<file path="src/rtl/lbp_gray_arbiter.sv">
// Two-requester round-robin arbiter sharing the gray-image memory read port between two LBP engines.
// Optional per-requester beat and forced-switch counters are enabled by defining LBP_ARB_STATS_EN.
module lbp_gray_arbiter #(
  parameter int unsigned AW        = 14,
  parameter int unsigned DW        = 8,
  parameter int unsigned MAX_BURST = 9
) (
  input  logic          clk,
  input  logic          reset,
  input  logic          m0_req,
  input  logic [AW-1:0] m0_addr,
  output logic          m0_gnt,
  output logic          m0_rvalid,
  output logic [DW-1:0] m0_rdata,
  input  logic          m1_req,
  input  logic [AW-1:0] m1_addr,
  output logic          m1_gnt,
  output logic          m1_rvalid,
  output logic [DW-1:0] m1_rdata,
  input  logic          gray_ready,
  output logic          gray_req,
  output logic [AW-1:0] gray_addr,
  input  logic [DW-1:0] gray_data,
`ifdef LBP_ARB_STATS_EN
  output logic [15:0]   stat0,
  output logic [15:0]   stat1,
  output logic [15:0]   stat_sw,
`endif
  output logic          busy
);

  localparam int unsigned CW = $clog2(MAX_BURST + 1);

  localparam logic [1:0] IDLE = 2'd0;
  localparam logic [1:0] OWN0 = 2'd1;
  localparam logic [1:0] OWN1 = 2'd2;

  logic [1:0]    state_q, state_d;
  logic          rr_q, rr_d;
  logic [CW-1:0] bcnt_q, bcnt_d;
  logic [CW-1:0] bcnt_inc;
  logic          tag_q;
  logic          own_id, own_req, oth_req;
  logic [1:0]    oth_state;
  logic          acc0, acc1, acc_any;
  logic          limit_sw;

  assign m0_gnt  = (state_q == OWN0) & gray_ready;
  assign m1_gnt  = (state_q == OWN1) & gray_ready;
  assign acc0    = m0_req & m0_gnt;
  assign acc1    = m1_req & m1_gnt;
  assign acc_any = acc0 | acc1;

  assign own_id    = (state_q == OWN1);
  assign own_req   = own_id ? m1_req : m0_req;
  assign oth_req   = own_id ? m0_req : m1_req;
  assign oth_state = own_id ? OWN0 : OWN1;
  assign bcnt_inc  = bcnt_q + CW'(1);

  assign busy = (state_q != IDLE) | gray_req;

  always_comb begin
    state_d  = state_q;
    rr_d     = rr_q;
    bcnt_d   = bcnt_q;
    limit_sw = 1'b0;
    case (state_q)
      IDLE: begin
        bcnt_d = '0;
        if (m0_req && m1_req) state_d = rr_q ? OWN1 : OWN0;
        else if (m0_req)      state_d = OWN0;
        else if (m1_req)      state_d = OWN1;
      end
      OWN0, OWN1: begin
        if (!own_req) begin
          rr_d    = ~own_id;
          bcnt_d  = '0;
          state_d = oth_req ? oth_state : IDLE;
        end else if (gray_ready) begin
          // The limit beat is still taken; ownership only moves if the other side waits.
          if (bcnt_inc == CW'(MAX_BURST)) begin
            bcnt_d = '0;
            if (oth_req) begin
              state_d  = oth_state;
              rr_d     = own_id;
              limit_sw = 1'b1;
            end
          end else begin
            bcnt_d = bcnt_inc;
          end
        end
      end
      default: state_d = IDLE;
    endcase
  end

  always_ff @(posedge clk or negedge reset) begin
    if (!reset) begin
      state_q <= IDLE;
      rr_q    <= 1'b0;
      bcnt_q  <= '0;
    end else begin
      state_q <= state_d;
      rr_q    <= rr_d;
      bcnt_q  <= bcnt_d;
    end
  end

  // Issue stage registers the address; return stage steers the following data by tag.
  always_ff @(posedge clk or negedge reset) begin
    if (!reset) begin
      gray_req  <= 1'b0;
      gray_addr <= '0;
      tag_q     <= 1'b0;
      m0_rvalid <= 1'b0;
      m1_rvalid <= 1'b0;
      m0_rdata  <= '0;
      m1_rdata  <= '0;
    end else begin
      gray_req <= acc_any;
      if (acc_any) begin
        gray_addr <= acc1 ? m1_addr : m0_addr;
        tag_q     <= acc1;
      end
      m0_rvalid <= gray_req & ~tag_q;
      m1_rvalid <= gray_req & tag_q;
      if (gray_req && !tag_q) m0_rdata <= gray_data;
      if (gray_req && tag_q)  m1_rdata <= gray_data;
    end
  end

`ifdef LBP_ARB_STATS_EN
  always_ff @(posedge clk or negedge reset) begin
    if (!reset) begin
      stat0   <= '0;
      stat1   <= '0;
      stat_sw <= '0;
    end else begin
      if (acc0 && stat0 != 16'hFFFF)       stat0   <= stat0 + 16'd1;
      if (acc1 && stat1 != 16'hFFFF)       stat1   <= stat1 + 16'd1;
      if (limit_sw && stat_sw != 16'hFFFF) stat_sw <= stat_sw + 16'd1;
    end
  end
`endif

endmodule

</file>
<file path="config.mk">
export PLATFORM = sky130hd
export DESIGN_NAME = lbp_gray_arbiter
export DESIGN_NICKNAME = d
export VERILOG_FILES = /design/src/rtl/lbp_gray_arbiter.sv
export SDC_FILE = /design/constraint.sdc
export NUM_CORES = 1
export LEC_CHECK = 0
export ABC_AREA = 1
export BUFFER_PORTS_ARGS = -buffer_cell sky130_fd_sc_hd__buf_2
export CAP_MARGIN = 10
export CORE_MARGIN = 3
export CORE_UTILIZATION = 48
export DETAILED_ROUTE_END_ITERATION = 8
export GPL_ROUTABILITY_DRIVEN = 0
export PLACE_DENSITY = 0.85
export RECOVER_POWER = 100
export SLEW_MARGIN = 20
export SYNTH_ARGS = -nofsm -noshare
export SYNTH_HDL_FRONTEND = slang
export SYNTH_SLANG_ARGS = --single-unit
</file>
<file path="constraint.sdc">
create_clock -name clk -period 1.6 [get_ports clk]
set_input_delay 0.08 -clock clk [delete_from_list [all_inputs] [get_ports clk]]
set_output_delay 0.08 -clock clk [all_outputs]
set_load 0.05 [all_outputs]
</file>
==> impl_results.md <==
- WL final: 4490 um
- Gr usage total: 17.9%
- EDFF count, synth: 0
- Worst hold path type: in -> reg
- Reg2reg end: bcnt_q[0]
- Die Ht: 70.3 um
- Setup Skew: 3.51 ps
- Worst reg2reg setup slack: 80 ps
- VDD IR max: 1.49 mV
- WP buf/inv: 2
- Critical Path RT: between 1500 and 2000 ps
- Actual slew at the worst max-slew pin: 1160 ps
- Met1 Track Usage GR: ~23%
- Port-buffer cells: 76
- Hold Path End: gray_addr[13]
- Clk_lat worst skew: 290 ps
- Crit-path slowest cell: dfrtp_1
- Run status: finished clean
- Busiest layer in global routing: met2
- I/O Pins: 77
- Maxcap violations: 0
- FF-to-FF path depth: 10
- Synth top area share: roughly half
- Mapped cell area: between 1500 and 2000 um^2
- Std-Cell Rows: 22
- Area of the core: 3830 um^2
- Leakage power: 1.38 nW
- Dpl hpwl: 3240 um
- Final Critical Period: 1520 ps
- Syn Area/Cell: 8.40 um^2
- CTS tree: yes
- DRT iter0 DRCs: 101
- Count leader, synth: nand2_1
- Setup violators final: 0
- FMAX: 660 MHz
- Htree depth: 2
- Synth top area cells: dfrtp_1, nand2_1, o21ai_0
- Area Growth Syn to Fin: 33.6%
- Ant diodes: 0
- WS Path Type: reg -> reg
- DRT Pass-1 Iters: 4
- Hold Fails Final Rpt: 0
- CTS clock-pin slew for the worst setup and hold paths: 80 ps
- #FFs+latches synth: 41
- Dpl cell area: 2420 um^2
- Antenna Nets Post-Route: 0
- Slew headroom: 22.9%
- Fillers: 303
- Layout Cell Area excl Fill: ~2600 um^2
- Sequential share of the synthesized area: 51.7%
- CP Capture Type: flop
- CP Cell Sequence: buf_4 -> ha_4 -> inv_2 -> nand2_2 -> nand2_4 -> nand2_1 -> nand2_1 -> nand2_2 -> nand4_1 -> o21ai_0
- Mapped Cells: 236
- Clock buffer depth: 2
- Min Hold Slack: 31.1 ps
- Worst Hold Launch: m1_addr[13]
- Die ar.: 4940 um^2
- Met2 usage: 28.1%
- Final Total Pwr: 6.16 mW
- Via density: 5.05
- Reg2reg start: state_q[1]
- Critical path launch point type: flop
- Worst path max stage delay: 410 ps
- Vias post-DR: about 1900
- CTS Root Cell: clkbuf_8
- DRC viols: 0
- Share of the cycle needed by the critical path after routing: 94.7%
- First-pass GRT wire length: ~7200 um
- Leading area contributor after synthesis: dfrtp_1
- Vias in the first global route: around 1700
- Asr flop ratio synth: 100%
- Top_reg_cell synth: dfrtp_1
- Cell family with most CP delay: simple AND/OR/NAND/NOR gates
- Syn_nets: 283
- Share of cells above drive strength 1: between 20 and 25%
- Initial antenna violation count: 0
- Synth cell types: 19
- Synth top cells by count: nand2_1, dfrtp_1, inv_1
- Mean routed wirelength per cell: 12.0 um
- Final setup TNS: 0 ps
- Met3 usage: 6.19%
- Worst Path Max Fanout: 8
- Pwr Density: 2320 nW/um^2
- Setup WS post-layout: 84.8 ps
- Num CTS Buffers: 5
- Grt ovf: 0
- Arrival time at the worst endpoint: 1690 ps
- Final net count: 371
- Sink Count: 41
- Pin count of the biggest net entering global routing: 30
- Cells on Worst Hold Path: 3
- Die W: 70.3 um
- Warnings from Yosys: 0
- Pre-CTS setup slack: -36.9 ps
- Slew Limit Fails: 0
- Initial Util: 51.8%
## sequential cells by signal, indices dropped and copies added (netlist names)
| name | cells |
|---|---|
| gray_addr | 14 |
| m0_rdata | 8 |
| m1_rdata | 8 |
| bcnt_q | 4 |
| state_q | 2 |
| gray_req | 1 |
| m0_rvalid | 1 |
| m1_rvalid | 1 |
| rr_q | 1 |
| tag_q | 1 |
## metrics by stage
stage	util, %	instances
after global placement	63.3	356
after CTS	67.2	365
after global routing	69.2	373
final	69.2	373
after floorplan	-	236
after detailed placement	63.3	356
## layer usage
| layer | wire length, um | up-vias |
|---|---|---|
| li1 | - | 936 |
| met1 | 1930 | 855 |
| met2 | 2080 | 81 |
| met3 | 388 | 10 |
| met4 | 96 | 0 |
| met5 | 0 | - |
## worst register-to-register path, stage by stage (launching register included)
cell	delay, ps
dfrtp_1	410
buf_4	150
ha_4	180
inv_2	60
nand2_2	90
nand2_4	90
nand2_1	50
nand2_1	80
nand2_2	110
nand4_1	90
o21ai_0	80
## how the worst max path moves through the flow
stage / cells past startpoint / slack (ps) / from / endpoint
after global routing: 9 / -10 / state_q[0] / gray_addr[12]
after CTS: 11 / 20 / state_q[0] / state_q[0]
after detailed placement: 11 / -40 / state_q[0] / state_q[1]
after global placement: 11 / 20 / state_q[0] / state_q[0]
final: 10 / 80 / state_q[1] / bcnt_q[0]
after floorplan: 9 / 9 / state_q[0] / gray_addr[0]
## final cells by class
| cell class | instances | area (um^2) | area share, % |
|---|---|---|---|
| clock buffer | 5 | 68.8 | 2.60 |
| clock inverter | 3 | 68.8 | 2.60 |
| inverter | 41 | 156 | 5.90 |
| multi-input combinational | 147 | 796 | 30.0 |
| sequential | 41 | 1030 | 38.7 |
| tap | 48 | 60.1 | 2.27 |
| timing repair buffer | 88 | 473 | 17.9 |
## layout by cell type, fill, tap and decap left out
| cell | count |
|---|---|
| nand2_1 | 48 |
| buf_2 | 41 |
| clkbuf_16 | 1 |
| ha_2 | 1 |
| a21oi_1 | 2 |
| inv_4 | 1 |
| clkbuf_1 | 34 |
| clkbuf_8 | 5 |
| o22ai_1 | 11 |
| ha_4 | 2 |
| a21oi_4 | 1 |
| a31oi_1 | 3 |
| clkbuf_2 | 1 |
| inv_1 | 36 |
| inv_6 | 1 |
| dfrtp_1 | 41 |
| ha_1 | 3 |
| o21ai_0 | 34 |
| bufinv_16 | 2 |
| nor2_1 | 16 |
| nand4_1 | 6 |
| nand2_2 | 6 |
| nand2_4 | 2 |
| nand3_1 | 11 |
| o21ai_4 | 1 |
| dlygate4sd3_1 | 1 |
| buf_4 | 8 |
| buf_12 | 2 |
| inv_2 | 4 |
## cell families (layout without fill, tap and decap cells)
logic type	count (synthesis)	after routing	share of synthesized area, %
AO/OA/AOI/OAI	52	52	14.8
AND/OR/NAND/NOR	89	89	19.3
buffers and inverters	48	137	10.4
adder cells (fa/ha/maj)	6	6	3.79
flip-flops	41	41	51.7
## where the power goes
group,switching (mW),internal (mW)
Sequential,0.262,1.49
Combinational,2.54,0.869
Clock,0.369,0.628
## what timing repair did
action / in CTS / in global routing
gates cloned: 0 / 1
hold endpoints to repair: 20 / 0
hold buffers: 1 / 0
setup buffers: 0 / 7
endpoints found under the setup margin: 9 / 22
gates resized for setup: 1 / 11
pin swaps: 0 / 4
Note: power is estimated with default switching activity, not from simulation.
